**config.mk**
```make
export PLATFORM = sky130hd
export DESIGN_NAME = eda_lmax_scan
export DESIGN_NICKNAME = d
export VERILOG_FILES = /design/src/rtl/eda_lmax_scan_pkg.sv /design/src/rtl/eda_lmax_scan_window_cmp.sv /design/src/rtl/eda_lmax_scan.sv
export SDC_FILE = /design/constraint.sdc
export NUM_CORES = 1
export LEC_CHECK = 0
export ABC_AREA = 0
export CORE_ASPECT_RATIO = 0.8
export CORE_UTILIZATION = 35
export CTS_CLUSTER_SIZE = 16
export DETAILED_ROUTE_END_ITERATION = 8
export PLACE_DENSITY = 0.65
export SYNTH_ARGS = -nofsm -noshare
export SYNTH_HDL_FRONTEND = slang
export SYNTH_HIERARCHICAL = 1
export SYNTH_SLANG_ARGS = --single-unit
export TNS_END_PERCENT = 10
```
**constraint.sdc**
```tcl
create_clock -name clk -period 3.5 [get_ports clk]
set_input_delay 0.7 -clock clk [delete_from_list [all_inputs] [get_ports clk]]
set_output_delay 0.7 -clock clk [all_outputs]
set_load 0.01 [all_outputs]
```
**src/rtl/eda_lmax_scan_pkg.sv**
```systemverilog
// Shared types for the local-maximum scanner: FSM states and 3x3 window slice indices.
package eda_lmax_scan_pkg;

  typedef enum logic [1:0] {StIdle, StScan, StDrain, StDone} lmax_state_e;

  localparam int unsigned SliceUl     = 8;
  localparam int unsigned SliceU      = 7;
  localparam int unsigned SliceUr     = 6;
  localparam int unsigned SliceL      = 5;
  localparam int unsigned SliceCenter = 4;
  localparam int unsigned SliceR      = 3;
  localparam int unsigned SliceDl     = 2;
  localparam int unsigned SliceD      = 1;
  localparam int unsigned SliceDr     = 0;

  localparam int unsigned NumNeigh = 8;

  // Window slice for neighbour-valid bit k (bit 7 = upleft .. bit 0 = downright).
  localparam int unsigned NbSlice [NumNeigh] = '{SliceDr, SliceD, SliceDl, SliceR,
                                                 SliceL, SliceUr, SliceU, SliceUl};

endpackage

```
**src/rtl/eda_lmax_scan_window_cmp.sv**
```systemverilog
// Combinational compare of the window center against its valid neighbours.
// Plateau detection is built only when EDA_LMAX_PLATEAU_EN is defined.
module eda_lmax_scan_window_cmp
  import eda_lmax_scan_pkg::*;
#(
  parameter int unsigned PIXEL_WIDTH  = 8,
  parameter int unsigned WINDOW_WIDTH = 9
) (
  input  logic [PIXEL_WIDTH*WINDOW_WIDTH-1:0] window_values,
  input  logic [WINDOW_WIDTH-2:0]             neigh_addr_valid,
  output logic                                is_max,
  output logic                                plateau
);

  logic [PIXEL_WIDTH-1:0] center;
  logic [PIXEL_WIDTH-1:0] nb [NumNeigh];

  assign center = window_values[SliceCenter*PIXEL_WIDTH +: PIXEL_WIDTH];

  for (genvar k = 0; k < NumNeigh; k++) begin : g_nb
    assign nb[k] = window_values[NbSlice[k]*PIXEL_WIDTH +: PIXEL_WIDTH];
  end

  always_comb begin
    is_max = 1'b1;
    for (int k = 0; k < NumNeigh; k++) begin
      if (neigh_addr_valid[k] && (center <= nb[k])) is_max = 1'b0;
    end
  end

`ifdef EDA_LMAX_PLATEAU_EN
  logic ge_all;
  logic eq_any;

  always_comb begin
    ge_all = 1'b1;
    eq_any = 1'b0;
    for (int k = 0; k < NumNeigh; k++) begin
      if (neigh_addr_valid[k]) begin
        if (center < nb[k])  ge_all = 1'b0;
        if (center == nb[k]) eq_any = 1'b1;
      end
    end
  end

  assign plateau = !is_max && ge_all && eq_any;
`else
  assign plateau = 1'b0;
`endif

endmodule

```
**src/rtl/eda_lmax_scan.sv**
```systemverilog
// Raster scan of the image RAM window port, emitting one local-max record per pixel.
// Optional plateau flag is enabled with EDA_LMAX_PLATEAU_EN.
module eda_lmax_scan
  import eda_lmax_scan_pkg::*;
#(
  parameter int unsigned M            = 4,
  parameter int unsigned N            = 4,
  parameter int unsigned PIXEL_WIDTH  = 8,
  parameter int unsigned WINDOW_WIDTH = 9,
  parameter int unsigned I_WIDTH      = 2,
  parameter int unsigned J_WIDTH      = 2,
  parameter int unsigned ADDR_WIDTH   = I_WIDTH + J_WIDTH
) (
  input  logic                                clk,
  input  logic                                reset_n,
  input  logic                                start,
  output logic                                busy,
  output logic                                done,
  output logic [ADDR_WIDTH-1:0]               center_addr,
  input  logic [PIXEL_WIDTH*WINDOW_WIDTH-1:0] window_values,
  input  logic [WINDOW_WIDTH-2:0]             neigh_addr_valid,
  output logic                                out_valid,
  input  logic                                out_ready,
  output logic [ADDR_WIDTH-1:0]               out_addr,
  output logic                                out_is_max,
  output logic                                out_plateau,
  output logic [ADDR_WIDTH:0]                 max_count
);

  typedef struct packed {
    logic [ADDR_WIDTH-1:0] addr;
    logic                  is_max;
    logic                  plateau;
  } lmax_rec_t;

  localparam logic [I_WIDTH-1:0]  LastI       = I_WIDTH'(M - 1);
  localparam logic [J_WIDTH-1:0]  LastJ       = J_WIDTH'(N - 1);
  localparam logic [ADDR_WIDTH:0] MaxCountSat = (ADDR_WIDTH + 1)'(M * N);

  lmax_state_e           state_q;
  lmax_rec_t             rec_q;
  logic                  valid_q;
  logic                  busy_q;
  logic                  done_q;
  logic [ADDR_WIDTH-1:0] addr_q;
  logic [ADDR_WIDTH-1:0] addr_next;
  logic [ADDR_WIDTH:0]   count_q;

  logic cmp_is_max;
  logic cmp_plateau;
  logic accept;
  logic load;
  logic at_last;

  eda_lmax_scan_window_cmp #(
    .PIXEL_WIDTH  (PIXEL_WIDTH),
    .WINDOW_WIDTH (WINDOW_WIDTH)
  ) u_cmp (
    .window_values    (window_values),
    .neigh_addr_valid (neigh_addr_valid),
    .is_max           (cmp_is_max),
    .plateau          (cmp_plateau)
  );

  assign accept  = valid_q && out_ready;
  assign load    = (state_q == StScan) && (!valid_q || out_ready);
  assign at_last = (addr_q == {LastI, LastJ});

  always_comb begin
    addr_next = addr_q;
    if (addr_q[J_WIDTH-1:0] == LastJ) begin
      addr_next[J_WIDTH-1:0]          = '0;
      addr_next[ADDR_WIDTH-1:J_WIDTH] = addr_q[ADDR_WIDTH-1:J_WIDTH] + I_WIDTH'(1);
    end else begin
      addr_next[J_WIDTH-1:0] = addr_q[J_WIDTH-1:0] + J_WIDTH'(1);
    end
  end

  always_ff @(posedge clk or negedge reset_n) begin
    if (!reset_n) begin
      state_q <= StIdle;
      rec_q   <= '0;
      valid_q <= 1'b0;
      busy_q  <= 1'b0;
      done_q  <= 1'b0;
      addr_q  <= '0;
      count_q <= '0;
    end else begin
      done_q <= 1'b0;
      if (accept) begin
        valid_q <= 1'b0;
        if (rec_q.is_max && (count_q != MaxCountSat)) count_q <= count_q + (ADDR_WIDTH + 1)'(1);
      end
      unique case (state_q)
        StIdle: begin
          if (start) begin
            state_q <= StScan;
            busy_q  <= 1'b1;
            addr_q  <= '0;
            count_q <= '0;
          end
        end
        StScan: begin
          if (load) begin
            valid_q <= 1'b1;
            rec_q   <= '{addr: addr_q, is_max: cmp_is_max, plateau: cmp_plateau};
            // The last address stays on center_addr; the scan never wraps.
            if (at_last) state_q <= StDrain;
            else         addr_q  <= addr_next;
          end
        end
        StDrain: begin
          if (accept) begin
            state_q <= StDone;
            busy_q  <= 1'b0;
            done_q  <= 1'b1;
          end
        end
        StDone: state_q <= StIdle;
        default: state_q <= StIdle;
      endcase
    end
  end

  assign busy        = busy_q;
  assign done        = done_q;
  assign center_addr = addr_q;
  assign out_valid   = valid_q;
  assign out_addr    = rec_q.addr;
  assign out_is_max  = rec_q.is_max;
  assign out_plateau = rec_q.plateau;
  assign max_count   = count_q;

endmodule

```
Word-level counts from Yosys, hierarchy flattened
Index checks and enable logic that the tools add are counted.

storage, ports and cells
  flip-flop bits (word level) = 19
  bits of input ports = 84
  output and inout port bits = 18

cells by class
  add/subtract/negate cells = 3
  magnitude comparators = 8
  eq/ne operators = 12
  muxes and demuxes = 31
  reductions and logical operators = 21

operators with widths
  cell                                                   number
  <= comparator 8 bit                                    8
  2-to-1 mux 5 bit                                       4
  2-to-1 mux 1 bit                                       15
  2-to-1 mux 2 bit                                       6
  2-to-1 mux 4 bit                                       3
  logical AND 1 bit                                      11
  inequality test 2 bit, second input constant           5
  one-hot mux 2 bit (4 select lines)                     1
  one-hot mux 4 bit (2 select lines)                     1
  AND reduction 4 bit                                    2
  == test 2 bit, second input constant                   3
  adder 5 x 1 -> 5 bit, second input constant            1
  inequality test 5 bit, second input constant           1
  AND reduction 5 bit                                    1
  adder 2 x 1 -> 2 bit, second input constant            2
  == test 4 bit, second input constant                   1
  nonzero test 2 bit                                     2
  AND reduction 3 bit                                    1
  == test 2 x 1 -> 1 bit, second input constant          1
  logical NOT 2 bit                                      1
  inequality test 2 x 1 -> 1 bit, second input constant  1
  one-hot mux 1 bit (2 select lines)                     1
  AND reduction 2 bit                                    1
  logical NOT 1 bit                                      1
  logical OR 1 bit                                       1

Longest topological paths before layout
  depth after elaboration = 10
  gate-level depth with buffers = 9

Modules after synthesis
Netlist, hierarchy kept.

by module, submodules not included
  module                    instances  cells an instance  area each (µm²)  seq. area each (µm²)
  eda_lmax_scan_window_cmp  1          225                1615.3           0.0
  eda_lmax_scan             1          95                 1073.5           500.5

Worst setup path after synthesis
OpenSTA, ideal clock, no wires.

  path kind = input to register
  start point = input port window_values[65]
  end point = register rec_q (netlist bit out_is_max)
  library setup time = 125 ps
  arrival = 2142 ps
  required time = 3375 ps
  slack = 1233 ps
  cell stages on the path = 9
  buffers on the path = 0
  cells stage by stage = inv_1 > ha_1 > nor2b_1 > o211ai_1 > a21oi_1 > a2111oi_0 > o21ai_0 > and4_1 > mux2_2

on the way
  longest elaborated chain between the ends = 3

ends and longest elaborated chain
  item                    RTL line                        source
  start: declaration      eda_lmax_scan.sv:20             input logic [PIXEL_WIDTH*WINDOW_WIDTH-1:0] window_values,
  <= comparator 8 bit     eda_lmax_scan_window_cmp.sv:27  if (neigh_addr_valid[k] && (center <= nb[k])) is_max = 1'b0;
  logical AND 1 bit       eda_lmax_scan_window_cmp.sv:27
  2-to-1 mux 1 bit        eda_lmax_scan_window_cmp.sv:27
  via cmp_is_max          eda_lmax_scan.sv:49             logic cmp_is_max;
  end signal: assignment  eda_lmax_scan.sv:106            rec_q <= '{addr: addr_q, is_max: cmp_is_max, plateau: cmp_plateau};
  end: declaration        eda_lmax_scan.sv:41             lmax_rec_t rec_q;

The timed path passes the listed nets, and every way through them passes these cells.
A chain may end at the register's enable or synchronous reset.

Final worst setup path
  start point = input port window_values[33]
  end point = register rec_q (netlist bit out_is_max)

on the way
  longest elaborated chain between the ends = 10

ends and longest elaborated chain
  item                            RTL line
  <= comparator 8 bit             eda_lmax_scan_window_cmp.sv:27
  logical AND 1 bit               eda_lmax_scan_window_cmp.sv:27
  2-to-1 mux 1 bit (7 in series)  eda_lmax_scan_window_cmp.sv:27
  2-to-1 mux 1 bit *              eda_lmax_scan_window_cmp.sv:27
  via cmp_is_max                  eda_lmax_scan.sv:49

Mark *: on every way through the listed nets, which the timed path passes. The rest lies on a longest branch.

==> impl_metrics.yaml <==
floorplanning:
  fp.dieH_um: 80.4
  dieArea_um2: 8040
  io_pins: 102
  dieWidth_um: 100
  initial_core_util: 0.362
  coreArea_um2: 7430
  std_cell_rows: 28
clock_tree:
  clkTransAtPathRegs_ns: 0.07
  insertion_delay_ns: 0.25
  cts_root_buffer: "clkbuf_8"
  htree_levels: 1
  cts_tree: "yes"
  ctsResizeCount: 0
  holdBufCountCts: 0
  clock-sinks: 20
  post_cts_buffers: 0
  cts-buffers-inserted: 3
  clock_path_buffers: 2
critical_path:
  crit_chain: "clkdlybuf4s50_1, ha_1, nor2b_1, o211ai_1, a21oi_1, a2111oi_0, o21ai_0, and4_1, mux2_2"
  worst_setup_path_end_kind: "flop"
  crit_slowest_cell: "clkdlybuf4s50_1"
  reg2reg_slack_ns: 1.73
  start_kind: "primary input"
  crit_fanout: 8
  r2r_cells: 5
  reg2reg_from: "state_q[0]"
  crit_family: "buffers and inverters"
  max_stage_delay_ns: 0.74
  path_class: "primary input to flop"
  worstPathRequired_ns: 3.64
  critPathArrivalTime_ns: 3.06
  cp_num_buf_inv: 1
  r2r_end: "state_q[1]"
  crit_cells: 9
job:
  cap_violations: 0
logic_synthesis:
  synth-seq-cells: 20
  synth_cell_types: 45
  syn_inst: 320
  syn_area_um2: 2690
  yosysSeqAreaShare: 0.186
  synth_edf_count: 0
  yosys_warnings: 6
  syn_avg_cell_area_um2: 8.40
  synth_top_flop_cell: "dfrtp_1"
  synth_nets: 476
  synthArstFlopShare: 1.00
sta:
  period_share: 0.834
  worst_pin_slew_ns: 0.913
  rsz0062_at_grt: "no"
  maxSlewHeadroom: 0.389
  setup_viol: 0
  slew_viol_final: 0
  finalCriticalPeriod_ns: 2.92
  skew_ns: 0.000654
  fin_ws_ns: 0.582
  finalHoldViolCount: 0
  fmax_ghz: 0.343
  finalSetupTns_ns: 0
drt:
  wl_per_cell_um: 13.6
  antenna_left: 0
  drt_iter0_drc: 100
  wirelength_um: 7200
  vias_per_cell: 4.94
  drc_errors: 0
  firstDrtPassIters: 4
  vias: 2606
final_layout:
  fill_cells: 717
  final_cell_mix: "101 x clkdlybuf4s50_1, 72 x ha_1, 66 x inv_1, 31 x a21oi_1, 20 x dfrtp_1"
  insertedDiodeCount: 0
  nets: 581
  layout_commonest_cell: "clkdlybuf4s50_1"
  syn2layout_area_growth_pct: 43.7
  drive_gt1_frac: 0.0378
  final_core_util: 0.520
grt:
  grt_pass1_vias: 2523
  grt_pass1_wl_um: 11900
  grtUsageTotal: 0.186
  grt_max_degree: 21
  antenna_found_initial: 0
  grt_overflow: 0
pwr:
  power_mw: 1.26
  power.leakage_nw: 1.88
  ir_worst_vdd_uv: 217
  p_per_area_nw_per_um2: 327
placed_design:
  dp_hpwl_um: 5890
  place_ws_ns: 0.286
  routabilityCongestion: 0.791
  port-buffer-count: 101
min_path:
  hold-path-endpoint: "out_addr[3]"
  whs_path_depth: 1
  hold_path.class: "flop to flop"
  hp-start: "out_addr[3]"
run_status:
  status: "complete, no violations"
==> routing by layer <==
| layer | global-route usage | up-vias | part of all wire |
|---|---|---|---|
| met5 | 0 | - | 0 |
| li1 | - | 1360 | - |
| met2 | 0.321 | 71 | 0.46 |
| met4 | 0.0217 | 0 | 0.0079 |
| met1 | 0.248 | 1169 | 0.49 |
| met3 | 0.0339 | 6 | 0.048 |
==> flip-flops by register name, indices dropped and copies added, names as in the netlist <==
register,cells
busy,1
max_count,5
state_q,2
out_addr,4
out_plateau,1
center_addr,4
out_valid,1
done,1
out_is_max,1
==> cell usage after synthesis, types with 2 or more instances <==
master     number  area, µm²
nor4bb_1        2       20.0
nand2_1        13       48.8
dfrtp_1        20        500
o21a_1          2       15.0
nor2_1          6       22.5
ha_1           72        901
mux2_2          7       78.8
nand4_1        17        106
or3_1           2       12.5
nor2b_1        12       75.1
a2111oi_0       3       26.3
a21oi_1        31        155
and3b_1         2       17.5
or4_1           2       15.0
and3_2          2       15.0
nand3_1         8       40.0
o211ai_1        7       52.6
nor4_1          2       12.5
mux2i_1         2       20.0
inv_1          66        248
nand2b_1        4       25.0
o21ai_0        15       75.1
==> power breakdown <==
part | internal (mW) | switching (mW)
registers | 0.304 | 0.0681
clock network | 0.0765 | 0.0699
logic | 0.409 | 0.335
total | 0.790 | 0.473
==> worst max-delay path by stage <==
| stage | from | endpoint | slack [ns] |
|---|---|---|---|
| after floorplan | window_values[65] | out_is_max | 1.23 |
| after global placement | window_values[39] | out_is_max | 0.34 |
| after detailed placement | window_values[37] | out_is_max | 0.29 |
| after CTS | window_values[37] | out_is_max | 0.56 |
| after global routing | window_values[38] | out_is_max | 0.32 |
| final | window_values[33] | out_is_max | 0.58 |
==> layout make-up <==
type | count | area [µm²] | area share
Inverter | 66 | 248 | 0.0641
Sequential cell | 20 | 500 | 0.129
Clock buffer | 3 | 41.3 | 0.0107
Multi-Input combinational cell | 233 | 1930 | 0.500
Tap cell | 105 | 131 | 0.0340
Timing Repair Buffer | 101 | 1010 | 0.262
==> metrics by stage <==
step | std cells | hold slack (ns) | area [µm²]
floorplan | 320 | 0.404 | 2690
CTS | 528 | 0.513 | 3860
detailed placement | 525 | 0.497 | 3820
finish | 528 | 0.507 | 3860
global route | 528 | 0.533 | 3860
global placement | 525 | 0.487 | 3820
==> worst register-to-register path: stages, from the launching register on <==
cell       delay, ns
dfrtp_1         0.38
inv_1           0.09
ha_1            0.26
nor2b_1         0.21
a2111oi_4       0.37
mux2_1          0.35
==> cells by family (layout without fill, tap and decap cells) <==
family	count (synthesis)	in the layout	share of synthesized area
AND/OR/NAND/NOR	79	79	0.174
adder cells (fa/ha/maj)	72	72	0.335
AO/OA/AOI/OAI	71	71	0.167
buffers and inverters	67	170	0.0949
flip-flops	20	20	0.186
multiplexers	10	10	0.0410
other	1	1	0.00139
Note: power is estimated with default switching activity, not from simulation.
